**src/rtl/jt51_i2s_pkg.sv**
```systemverilog
// Shared constants and types for the JT51 I2S serial audio path.
// Ports: none (package). FRAME_BITS/SLOT_BITS are meant to be reused by a
// future receiver or bench so frame geometry lives in exactly one place.
package jt51_i2s_pkg;

    localparam int FRAME_BITS = 32;
    localparam int SLOT_BITS  = 16;
    localparam int CNT_W      = $clog2(FRAME_BITS);

    // One stereo pair; packed so {l, r} is also the MSB-first frame image.
    typedef struct packed {
        logic [SLOT_BITS-1:0] l;
        logic [SLOT_BITS-1:0] r;
    } pair_t;

    function automatic pair_t make_pair(input logic [SLOT_BITS-1:0] l,
                                        input logic [SLOT_BITS-1:0] r);
        pair_t p;
        p.l = l;
        p.r = r;
        return p;
    endfunction

endpackage

```
**src/rtl/jt51_i2s_div.sv**
```systemverilog
// cen-qualified bit-clock divider: registered sclk plus a one-clk fall strobe.
// Ports: clk_i/rst_i/cen_i in; sclk_o (registered), fall_o (combinational,
// high in the clk whose edge makes sclk go 1->0). Freezes entirely when cen_i=0.
module jt51_i2s_div #(
    parameter int DIV = 2
) (
    input  logic clk_i,
    input  logic rst_i,
    input  logic cen_i,
    output logic sclk_o,
    output logic fall_o
);

    localparam int W = (DIV > 1) ? $clog2(DIV) : 1;

    logic [W-1:0] div_cnt_q, div_cnt_d;
    logic         sclk_q, sclk_d;
    logic         tick;

    assign tick = cen_i && (div_cnt_q == W'(DIV - 1));

    always_comb begin
        div_cnt_d = div_cnt_q;
        sclk_d    = sclk_q;
        if (cen_i) begin
            if (tick) begin
                div_cnt_d = '0;
                sclk_d    = ~sclk_q;
            end else begin
                div_cnt_d = div_cnt_q + 1'b1;
            end
        end
    end

    always_ff @(posedge clk_i) begin
        if (rst_i) begin
            div_cnt_q <= '0;
            sclk_q    <= 1'b0;
        end else begin
            div_cnt_q <= div_cnt_d;
            sclk_q    <= sclk_d;
        end
    end

    assign sclk_o = sclk_q;
    // The DAC samples on sclk rise, so the transmitter only acts on falls.
    assign fall_o = tick && sclk_q;

endmodule

```
**src/rtl/jt51_i2s_tx.sv**
```systemverilog
// I2S transmitter: double-buffers 16-bit stereo pairs and shifts 32-bit frames.
// Ports: clk_i/rst_i/cen_i, sample_i + left_i/right_i in; sclk_o/lrck_o/sdata_o
// (registered, updated together) and underrun_o/overrun_o (one-clk pulses) out.
module jt51_i2s_tx
    import jt51_i2s_pkg::*;
#(
    parameter int DIV = 2
) (
    input  logic                 clk_i,
    input  logic                 rst_i,
    input  logic                 cen_i,
    input  logic                 sample_i,
    input  logic [SLOT_BITS-1:0] left_i,
    input  logic [SLOT_BITS-1:0] right_i,
    output logic                 sclk_o,
    output logic                 lrck_o,
    output logic                 sdata_o,
    output logic                 underrun_o,
    output logic                 overrun_o
);

    logic                  fall;
    logic [CNT_W-1:0]      bit_cnt_q, bit_cnt_d, bit_nxt;
    logic                  lrck_q, lrck_d;
    logic                  sdata_q, sdata_d;
    logic [FRAME_BITS-1:0] shreg_q, shreg_d;
    pair_t                 hold_q, hold_d;
    logic                  pend_q, pend_d;
    logic                  strobe, load;
    logic                  underrun, overrun;

    jt51_i2s_div #(.DIV(DIV)) u_div (
        .clk_i  (clk_i),
        .rst_i  (rst_i),
        .cen_i  (cen_i),
        .sclk_o (sclk_o),
        .fall_o (fall)
    );

    assign strobe  = cen_i && sample_i;
    assign bit_nxt = bit_cnt_q + 1'b1;
    assign load    = fall && (bit_nxt == '0);

    always_comb begin
        bit_cnt_d = bit_cnt_q;
        lrck_d    = lrck_q;
        sdata_d   = sdata_q;
        shreg_d   = shreg_q;
        hold_d    = hold_q;
        pend_d    = pend_q;
        underrun  = 1'b0;
        overrun   = 1'b0;

        if (fall) begin
            bit_cnt_d = bit_nxt;
            lrck_d    = bit_nxt[CNT_W-1];
            // On a load fall this still emits the last right LSB; the new
            // left MSB appears one fall later (I2S one-bit delay).
            sdata_d   = shreg_q[FRAME_BITS-1];
            shreg_d   = {shreg_q[FRAME_BITS-2:0], 1'b0};
        end

        if (load) begin
            // A strobe landing on the load clk bypasses the holding register
            // so the freshest pair is sent and no flag is raised.
            if (strobe) begin
                shreg_d = make_pair(left_i, right_i);
            end else begin
                shreg_d  = hold_q;
                underrun = !pend_q;
            end
            pend_d = 1'b0;
        end

        if (strobe) begin
            hold_d = make_pair(left_i, right_i);
            if (!load) begin
                pend_d  = 1'b1;
                overrun = pend_q;
            end
        end
    end

    always_ff @(posedge clk_i) begin
        if (rst_i) begin
            bit_cnt_q <= '1;    // first fall after reset becomes a frame load
            lrck_q    <= 1'b1;
            sdata_q   <= 1'b0;
            shreg_q   <= '0;
            hold_q    <= '0;
            pend_q    <= 1'b0;
        end else begin
            bit_cnt_q <= bit_cnt_d;
            lrck_q    <= lrck_d;
            sdata_q   <= sdata_d;
            shreg_q   <= shreg_d;
            hold_q    <= hold_d;
            pend_q    <= pend_d;
        end
    end

    assign lrck_o     = lrck_q;
    assign sdata_o    = sdata_q;
    // Flags are qualified by strobe/fall, both of which require cen_i, so
    // they are high only in the single clk that commits the event.
    assign underrun_o = underrun;
    assign overrun_o  = overrun;

endmodule

```
**config.mk**
```make
export PLATFORM = sky130hd
export DESIGN_NAME = jt51_i2s_tx
export DESIGN_NICKNAME = d
export VERILOG_FILES = /design/src/rtl/jt51_i2s_pkg.sv /design/src/rtl/jt51_i2s_div.sv /design/src/rtl/jt51_i2s_tx.sv
export SDC_FILE = /design/constraint.sdc
export NUM_CORES = 1
export LEC_CHECK = 0
export CAP_MARGIN = 15
export CELL_PAD_IN_SITES_DETAIL_PLACEMENT = 1
export CELL_PAD_IN_SITES_GLOBAL_PLACEMENT = 2
export CORE_UTILIZATION = 25
export CTS_BUF_LIST = sky130_fd_sc_hd__clkbuf_16
export DETAILED_ROUTE_END_ITERATION = 16
export PLACE_DENSITY_LB_ADDON = 0.1
export SLEW_MARGIN = 20
export SYNTH_ARGS = -nofsm -noshare
export SYNTH_HDL_FRONTEND = slang
export SYNTH_SLANG_ARGS = --single-unit
```
**constraint.sdc**
```tcl
create_clock -name clk_i -period 1.9 [get_ports clk_i]
set_input_delay 0.38 -clock clk_i [delete_from_list [all_inputs] [get_ports clk_i]]
set_output_delay 0.38 -clock clk_i [all_outputs]
set_load 0.005 [all_outputs]
```
==> results.cfg <==
[synth]
ys_ff_latch = 73
ys_types = 31
synth_area_um2 = 2940
syn_area_per_cell_um2 = 9.02
seq_area_frac_synth_pct = 49.7
synth_warnings = 0
syn-num-nets = 364
synth_top_area_cell = dfxtp_1
synthTopCellsByArea = dfxtp_1, mux2i_1, nor2_1
synth_top_area_share_pct = 49.7
synthCells = 326

[clock_network]
cts_buffers = 9
clock_latency_ps = 330
hold_buffers = 0
cts.sinks = 73
root_buffer = clkbuf_16
htree_levels = 3
clockBufferDepth = 2
cts_tree = built
clk_pin_slew_ps = 50

[timing]
period_minus_slack_ps = 1990
setup_tns_ps = -114
drv_slew = 0
worst-slew-pin-transition_ps = 419
finalCritPeriodShare_pct = 105
rsz0062_at_grt = true
setup_slack_ps = -92.3
slew_headroom_pct = 72.1
setup_viol = 2
skew_ps = 4.77
fmax_mhz = 502
final_hold_viol_count = 0

[setup_path]
startpoint = bit_cnt_q[0]
ff2ff_setup_slack_ps = 30
cp_data_required_time_ps = 1520
cp_max_fo = 4
arrival_ps = 1610
worst_setup_path_end_kind = primary output
r2r_start = bit_cnt_q[0]
crit_type = reg -> out
cp-start-kind = flop

[outcome]
outcome = finished, violations left
violations = setup timing

[floorplan]
design.core.area_um2 = 11400
dieHeight_um = 110
num_rows = 39
die_w_um = 110
die-area_um2 = 12200
ios = 41
start_util_pct = 25.8

[finish]
multi_input_area_um2 = 1400
syn_to_final_growth_pct = 35.2
final_common_cell = dfxtp_1
insertedDiodeCount = 0
seq_area_um2 = 1470
mostFrequentLayoutCells = dfxtp_1, nor2_1, nand2_1
layout-drive-gt1-share_pct = 14.6
fillers = 1332
finalInstanceArea_um2 = 3980
fin_nets = 425

[placement]
place_ws_ps = -323
place_hpwl_um = 4540
placed_area_um2 = 3660
io_buffers = 40
place_congestion = 0.667

[detailed_routing]
viasPerCell = 4.38
routedWlPerCell_um = 12.9
firstDrtPassIters = 4
routed_wl_um = 6870
drc = 0
drt_iter0_drc = 74
antenna_left = 0
dr_total_vias = 2335

[hold_path]
hold_path.class = reg -> reg
min_from = shreg_q[23]

[global_route]
grt-ovfl-total = 0
track_usage_pct = 12.1
grt_antenna_before_repair = 0
grt_pass1_wl_um = 11800
grt_pass1_vias = 2461
grt_max_degree = 63

[run]
cap_viol_max_count = 0

[pwr]
p_leak_nw = 1.61
vdd_ir_drop_max_uv = 309
powerDensity_nw_per_um2 = 870
[critical path, cell delays in order (launching register included)]
cell,delay (ps)
dfxtp_4,360
ha_4,160
a21boi_4,130
a21oi_2,180
o22ai_4,90
buf_6,120
a21oi_2,120
buf_2,120
[path summary, 6_finish.rpt]
kind | to | cells past startpoint
max | overrun_o | 7
min | shreg_q[23] | 2
max reg2reg | shreg_q[31] | 8
min reg2reg | shreg_q[23] | 2
[sequential cells by signal, indices dropped and copies added (netlist names)]
register / cells
u_div.sclk_o: 1
pend_q: 1
bit_cnt_q: 5
u_div.div_cnt_q: 1
sdata_o: 1
hold_q: 32
shreg_q: 32
[cell usage after synthesis]
library cell and number:
buf_2 6, nand2b_1 3, a21o_1 29, nor2b_1 2, xor2_1 2, mux2_2 2
nor2_1 65, o21ai_0 2, ha_1 2, o21ai_1 31, clkbuf_1 11, or3b_2 1
buf_4 2, nand3_1 1, nand3_2 1, and2_1 1, a21boi_2 1, o22ai_4 1
buf_6 3, o21bai_1 1, a21oi_1 3, nand2_1 39, nand4_1 2, nand3b_1 2
a211oi_1 1, nor3_1 1, xnor2_1 2, and3_1 3, a21oi_2 1, mux2i_1 32
dfxtp_1 73
[routing by layer]
| layer | vias up | track usage [%] | share of wire (%) |
|---|---|---|---|
| met5 | - | 0 | 0 |
| met4 | 0 | 4.53 | 1.4 |
| met1 | 1093 | 15.3 | 50 |
| li1 | 1207 | - | - |
| met2 | 28 | 19.1 | 45 |
| met3 | 7 | 3.95 | 3.3 |
[per-stage QoR]
step	std cells	total power (W)	hold WS [ps]	utilization [%]
finish	533	0.00346	444	34.8
global route	533	0.00365	465	34.8
CTS	533	0.00353	449	34.7
detailed placement	516	0.00205	440	32.0
global placement	516	0.00205	435	32.0
floorplan	326	0.00187	425	-
[cell families (layout without fill, tap and decap cells)]
group / after synthesis / count (layout) / synth area share (%)
simple gates: 121 / 121 / 17.1
mux: 34 / 34 / 11.7
fa+ha+maj: 2 / 2 / 0.851
buf+inv: 22 / 86 / 4.08
compound gates: 70 / 70 / 15.4
xor+xnor: 4 / 4 / 1.19
flops: 73 / 73 / 49.7
[where the power goes]
group / switching (W) / internal [W]
sequential: 0.0000183 / 0.00158
combinational: 0.000219 / 0.000211
clock: 0.000590 / 0.000844
[layout make-up]
| cell class | count | area share [%] |
|---|---|---|
| Timing Repair Buffer | 72 | 17.2 |
| Sequential cell | 73 | 37.0 |
| Clock inverter | 5 | 0.472 |
| Multi-Input combinational cell | 231 | 35.2 |
| Tap cell | 143 | 4.50 |
| Clock buffer | 9 | 5.67 |
[repair_timing]
item	in CTS	in global routing
endpoints found under the setup margin	35	33
pin swaps	5	5
buffers inserted	3	0
gates resized for setup	19	3
Note: power is estimated with default switching activity, not from simulation.
